File: src/rtl/sobel_frame_ctrl.sv
// Frame-level sequencer for the Sobel datapath.
// Raster-scans an IMG_W x IMG_H frame, issues one window read per interior
// pixel, and carries {valid, addr, border} through an LAT-deep delay line so
// each write leaves with its pixel address and a border (write-zero) flag.
//
// state | meaning
// ------+-------------------------------------------------------------
// IDLE  | waiting for start
// SCAN  | emitting one pixel position per unstalled cycle
// DRAIN | flushing the delay line until the last result is written
// FIN   | one-cycle done pulse, then back to IDLE
module sobel_frame_ctrl #(
    parameter int IMG_W  = 64,
    parameter int IMG_H  = 64,
    parameter int ADDR_W = 12,
    parameter int LAT    = 3
) (
    input  logic              clk,
    input  logic              rst,
    input  logic              start,
    input  logic              stall,
    output logic              rd_en,
    output logic [ADDR_W-1:0] rd_addr,
    output logic              pipe_en,
    output logic              wr_en,
    output logic [ADDR_W-1:0] wr_addr,
    output logic              wr_zero,
    output logic              busy,
    output logic              done
);

    localparam int CW = $clog2(IMG_W);
    localparam int RW = $clog2(IMG_H);
    localparam int DW = (LAT > 1) ? $clog2(LAT) : 1;

    localparam logic [CW-1:0] COL_LAST  = CW'(IMG_W - 1);
    localparam logic [RW-1:0] ROW_LAST  = RW'(IMG_H - 1);
    localparam logic [DW-1:0] DRAIN_TC0 = DW'(LAT - 1);

    typedef enum logic [1:0] {
        IDLE  = 2'd0,
        SCAN  = 2'd1,
        DRAIN = 2'd2,
        FIN   = 2'd3
    } state_t;

    state_t              state_q, state_d;
    logic [CW-1:0]       col_q, col_d;
    logic [RW-1:0]       row_q, row_d;
    logic [ADDR_W-1:0]   addr_q, addr_d;
    logic [DW-1:0]       drain_q, drain_d;

    // Delay line: index 0 is the newest entry, index LAT-1 feeds the write port.
    logic [LAT-1:0]              dl_vld_q, dl_vld_d;
    logic [LAT-1:0]              dl_brd_q, dl_brd_d;
    logic [LAT-1:0][ADDR_W-1:0]  dl_addr_q, dl_addr_d;

    logic last_col;
    logic last_row;
    logic border;
    logic push_vld;

    // Position decode for the pixel currently being emitted.
    always_comb begin
        last_col = (col_q == COL_LAST);
        last_row = (row_q == ROW_LAST);
        border   = (row_q == '0) | last_row | (col_q == '0) | last_col;
    end

    // State, scan counters and drain timer.
    always_ff @(posedge clk or posedge rst) begin
        if (rst) begin
            state_q <= IDLE;
            col_q   <= '0;
            row_q   <= '0;
            addr_q  <= '0;
            drain_q <= '0;
        end else begin
            state_q <= state_d;
            col_q   <= col_d;
            row_q   <= row_d;
            addr_q  <= addr_d;
            drain_q <= drain_d;
        end
    end

    // Next-state logic and FSM outputs; stall freezes every advance.
    always_comb begin
        state_d  = state_q;
        col_d    = col_q;
        row_d    = row_q;
        addr_d   = addr_q;
        drain_d  = drain_q;
        push_vld = 1'b0;
        rd_en    = 1'b0;
        busy     = 1'b0;
        done     = 1'b0;

        case (state_q)
            IDLE: begin
                if (start && !stall) begin
                    state_d = SCAN;
                    col_d   = '0;
                    row_d   = '0;
                    addr_d  = '0;
                end
            end

            SCAN: begin
                busy = 1'b1;
                if (!stall) begin
                    rd_en    = ~border;
                    push_vld = 1'b1;
                    addr_d   = addr_q + 1'b1;
                    if (last_col) begin
                        col_d = '0;
                        if (last_row) begin
                            state_d = DRAIN;
                            drain_d = DRAIN_TC0;
                        end else begin
                            row_d = row_q + 1'b1;
                        end
                    end else begin
                        col_d = col_q + 1'b1;
                    end
                end
            end

            DRAIN: begin
                busy = 1'b1;
                if (!stall) begin
                    if (drain_q == '0) begin
                        state_d = FIN;
                    end else begin
                        drain_d = drain_q - 1'b1;
                    end
                end
            end

            FIN: begin
                // Held under stall, so only the unstalled cycle pulses done.
                done = ~stall;
                if (!stall) begin
                    state_d = IDLE;
                end
            end

            default: begin
                state_d = IDLE;
            end
        endcase
    end

    // Delay line shift; it only moves in lockstep with the datapath enable.
    always_comb begin
        dl_vld_d  = dl_vld_q;
        dl_brd_d  = dl_brd_q;
        dl_addr_d = dl_addr_q;
        if (!stall) begin
            for (int i = LAT - 1; i >= 1; i--) begin
                dl_vld_d[i]  = dl_vld_q[i-1];
                dl_brd_d[i]  = dl_brd_q[i-1];
                dl_addr_d[i] = dl_addr_q[i-1];
            end
            dl_vld_d[0]  = push_vld;
            dl_brd_d[0]  = push_vld & border;
            dl_addr_d[0] = addr_q;
        end
    end

    // Delay line registers.
    always_ff @(posedge clk or posedge rst) begin
        if (rst) begin
            dl_vld_q  <= '0;
            dl_brd_q  <= '0;
            dl_addr_q <= '0;
        end else begin
            dl_vld_q  <= dl_vld_d;
            dl_brd_q  <= dl_brd_d;
            dl_addr_q <= dl_addr_d;
        end
    end

    // Write port and pipeline enable.
    always_comb begin
        pipe_en = ~stall;
        rd_addr = addr_q;
        wr_en   = dl_vld_q[LAT-1] & ~stall;
        wr_addr = dl_addr_q[LAT-1];
        wr_zero = dl_vld_q[LAT-1] & ~stall & dl_brd_q[LAT-1];
    end

endmodule

File: config.mk
export PLATFORM = sky130hd
export DESIGN_NAME = sobel_frame_ctrl
export DESIGN_NICKNAME = d
export VERILOG_FILES = /design/src/rtl/sobel_frame_ctrl.sv
export SDC_FILE = /design/constraint.sdc
export NUM_CORES = 1
export LEC_CHECK = 0
export CORE_MARGIN = 2
export CORE_UTILIZATION = 40
export DETAILED_ROUTE_END_ITERATION = 6
export GPL_TIMING_DRIVEN = 0
export PLACE_DENSITY = 0.65
export SLEW_MARGIN = 20
export SYNTH_ARGS = -nofsm -noshare
export SYNTH_HDL_FRONTEND = slang
export SYNTH_SLANG_ARGS = --single-unit
File: constraint.sdc
create_clock -name clk -period 6.6 [get_ports clk]
set_input_delay 1.98 -clock clk [delete_from_list [all_inputs] [get_ports clk]]
set_output_delay 1.98 -clock clk [all_outputs]
set_load 0.02 [all_outputs]
==> impl_metrics.csv <==
group,metric,value,unit
outcome,status,"finished clean",
cts,clock_sinks,70,
sta,relSlewSlack,0.411,
final_layout,fin_nets,351,
sta,finClkSkew,9.00,ps
routing,first_pass_iters,4,
final_layout,fin_util,0.494,
setup_path,cpPeakStageDelay,550,ps
yosys,synth_edf_count,0,
die,dieArea,9130,um^2
global_routing,grt_first_pass_wirelength,10.5,mm
final_layout,antenna_cells_inserted,0,
final_layout,drive_above_1_share,0.229,
yosys,synth-async-reset-ratio,1.00,
power_and_ir_drop,leakage,1.84,nW
routing,drt_iter0_drc,51,
placed_design,dpl-instance-area,3840,um^2
job,cap_violations,0,
global_routing,grt_overflow,0,
global_routing,antenna_found_initial,0,
setup_path,critPathCaptureType,"output port",
sta,rsz0062_at_grt,"no",
cts,cts_tree,"done",
yosys,synth_area,3350,um^2
setup_path,setup.worst_path.class,"in2out",
cts,cts_resized,0,
setup_path,cp_num_buf_inv,4,
routing,num_vias,2234,
cts,clk_latency,340,ps
setup_path,critPathTopFamily,"buffers and inverters",
routing,postRouteAntennaNets,0,
sta,period_share,0.945,
sta,worst_pin_slew,871,ps
placed_design,gp_congestion,0.796,
yosys,synth-compound-area-share,0.0586,
cts,numCtsBuffers,9,
cts,clk_pin_slew,70,ps
setup_path,start_kind,"primary input",
yosys,syn_inst,291,
die,start_util,0.410,
yosys,synthSimpleGateAreaFrac,0.142,
setup_path,required,4620,ps
yosys,synth_top_family_by_area,"multiplexers",
routing,drt-total-wl,6.16,mm
final_layout,area_growth,20.4,%
sta,max_freq,160,MHz
setup_path,crit_slowest_cell,"clkbuf_1",
cts,cts.htree.levels,3,
yosys,syn_avg_cell_area,11.5,um^2
power_and_ir_drop,p_per_area,387,nW/um^2
global_routing,grt_use_total,0.152,
final_layout,nFillCells,756,
setup_path,critical_path.max_fanout,10,
sta,finalCriticalPeriod,6240,ps
yosys,synth-main-ff-cell,"dfrtp_1",
setup_path,path_cells,"clkdlybuf4s50_1, clkbuf_1, clkbuf_1, nor2b_1, and2_1, clkdlybuf4s50_1",
yosys,synth-seq-area-share,0.522,
sta,setup_ws,364,ps
power_and_ir_drop,peakVddDrop,0.000255,V
yosys,yosysUniqueCellTypes,43,
cts,cts.path.max_buffers,2,
die,num_rows,33,
power_and_ir_drop,power.total,1.56,mW
routing,drc,0,
min_path,hold_class,"reg2reg",
die,die_h,95.6,um
final_layout,final_area,4040,um^2
routing,routedWlPerCell,13.8,um
die,die_w,95.6,um
die,core,8180,um^2
yosys,synth_seq_cells,70,
die,io_pins,34,
sta,setup_viol,0,
yosys,synth_nets,306,
yosys,synth_fa_ha_area_frac,0.0410,
placed_design,hpwl,4.44,mm
yosys,synthXorXnorAreaFrac,0.0261,
global_routing,grt_pass1_vias,2131,
placed_design,portBuffers,33,
routing,viasPerCell,5.01,
sta,hold_viol_final,0,
yosys,ys_warn_count,0,
sta,finalMaxSlewViolations,0,
global_routing,grt_start_max_net_pins,38,
yosys,muxShareOfSynthArea,0.154,
cts,cts_setup_buffers,0,
cts,ctsHoldBuffers,0,
setup_path,crit_arrival,4260,ps
cts,cts-root-buf,"clkbuf_8",
placed_design,place_ws,285,ps
sta,fin_setup_tns,0,ps
area by class of cell:
type,instances,area [um^2],share of cell area
Buffer,23,135,0.0335
Clock buffer,11,141,0.0350
Inverter,14,55.1,0.0136
Timing Repair Buffer,34,350,0.0868
Tap cell,105,131,0.0325
Sequential cell,70,1750,0.434
Multi-Input combinational cell,184,1410,0.350
Clock inverter,5,57.6,0.0143
layer usage:
metal | wire length, um | global-route usage
met5 | 0 | 0
met4 | 85 | 0.0595
met3 | 180 | 0.0474
met2 | 2930 | 0.231
met1 | 2970 | 0.203
cell families (layout without fill, tap and decap cells):
logic type               after synthesis  in the layout
AND/OR/NAND/NOR                       91             91
flip-flops                            70             70
multiplexers                          46             46
buffers and inverters                 37             87
AO/OA/AOI/OAI                         26             26
adder cells (fa/ha/maj)               11             11
XOR/XNOR                              10             10
cell usage in the layout, fill, tap and decap left out, types with 4 or more instances in the layout:
cell,instances
buf_4,12
clkbuf_1,6
clkbuf_8,10
clkdlybuf4s50_1,33
dfrtp_1,70
ha_1,11
inv_1,13
mux2_2,40
mux2i_1,5
nand2_1,24
nand3_1,9
nand4_1,4
nor2_1,19
nor2b_1,4
nor3_1,5
nor4_1,4
o21ai_0,5
xnor2_1,10
worst min-delay path: cells and delay by family (launching register included):
kind / cells / cell delay (ps)
AND/OR/NAND/NOR: 2 / 110
flip-flops: 1 / 340
path summary, 6_finish.rpt:
kind                        startpoint          end  slack, ps  cells after the start
setup / recovery                 stall      wr_zero        360                      6
hold / removal             dl_vld_q[0]  dl_vld_q[0]        480                      2
setup reg to reg            state_q[1]   rd_addr[8]       4430                      6
hold reg to reg            dl_vld_q[0]  dl_vld_q[0]        480                      2
max in group asynchronous          rst   state_q[0]       4070                      3
min in group asynchronous          rst  dl_brd_q[2]       1990                      2
Yosys cell counts, types with 3 or more instances:
cell type / n / area, um^2
a21oi_1: 3 / 15.0
a31oi_1: 3 / 18.8
and2_1: 3 / 18.8
buf_1: 3 / 11.3
buf_2: 3 / 15.0
buf_4: 12 / 90.1
clkbuf_1: 5 / 18.8
dfrtp_1: 70 / 1750
ha_1: 11 / 138
inv_1: 14 / 52.6
mux2_2: 40 / 450
mux2i_1: 5 / 50.1
nand2_1: 24 / 90.1
nand3_1: 9 / 45.0
nand4_1: 4 / 25.0
nand4b_1: 3 / 26.3
nor2_1: 19 / 71.3
nor2b_1: 4 / 25.0
nor3_1: 5 / 25.0
nor4_1: 4 / 25.0
o211ai_1: 3 / 22.5
o21ai_0: 5 / 25.0
o311ai_0: 3 / 26.3
xnor2_1: 10 / 87.6
sequential cells by signal (all words and copies together) (netlist names):
| register | cells |
|---|---|
| dl_vld_q | 3 |
| state_q | 2 |
| rd_addr | 12 |
| dl_addr_q | 24 |
| wr_addr | 12 |
| row_q | 6 |
| drain_q | 2 |
| dl_brd_q | 3 |
| col_q | 6 |
power breakdown:
| part | internal, mW | switching, mW | leakage (nW) |
|---|---|---|---|
| combinational | 0.280 | 0.273 | 0.805 |
| clock | 0.186 | 0.160 | 0.104 |
| sequential | 0.555 | 0.110 | 0.933 |
| total | 1.02 | 0.543 | 1.84 |
stage by stage:
step,hold slack (ps),std cells
floorplan,446,291
global placement,462,429
detailed placement,465,430
CTS,485,446
global route,514,446
finish,485,446
Note: power is estimated with default switching activity, not from simulation.
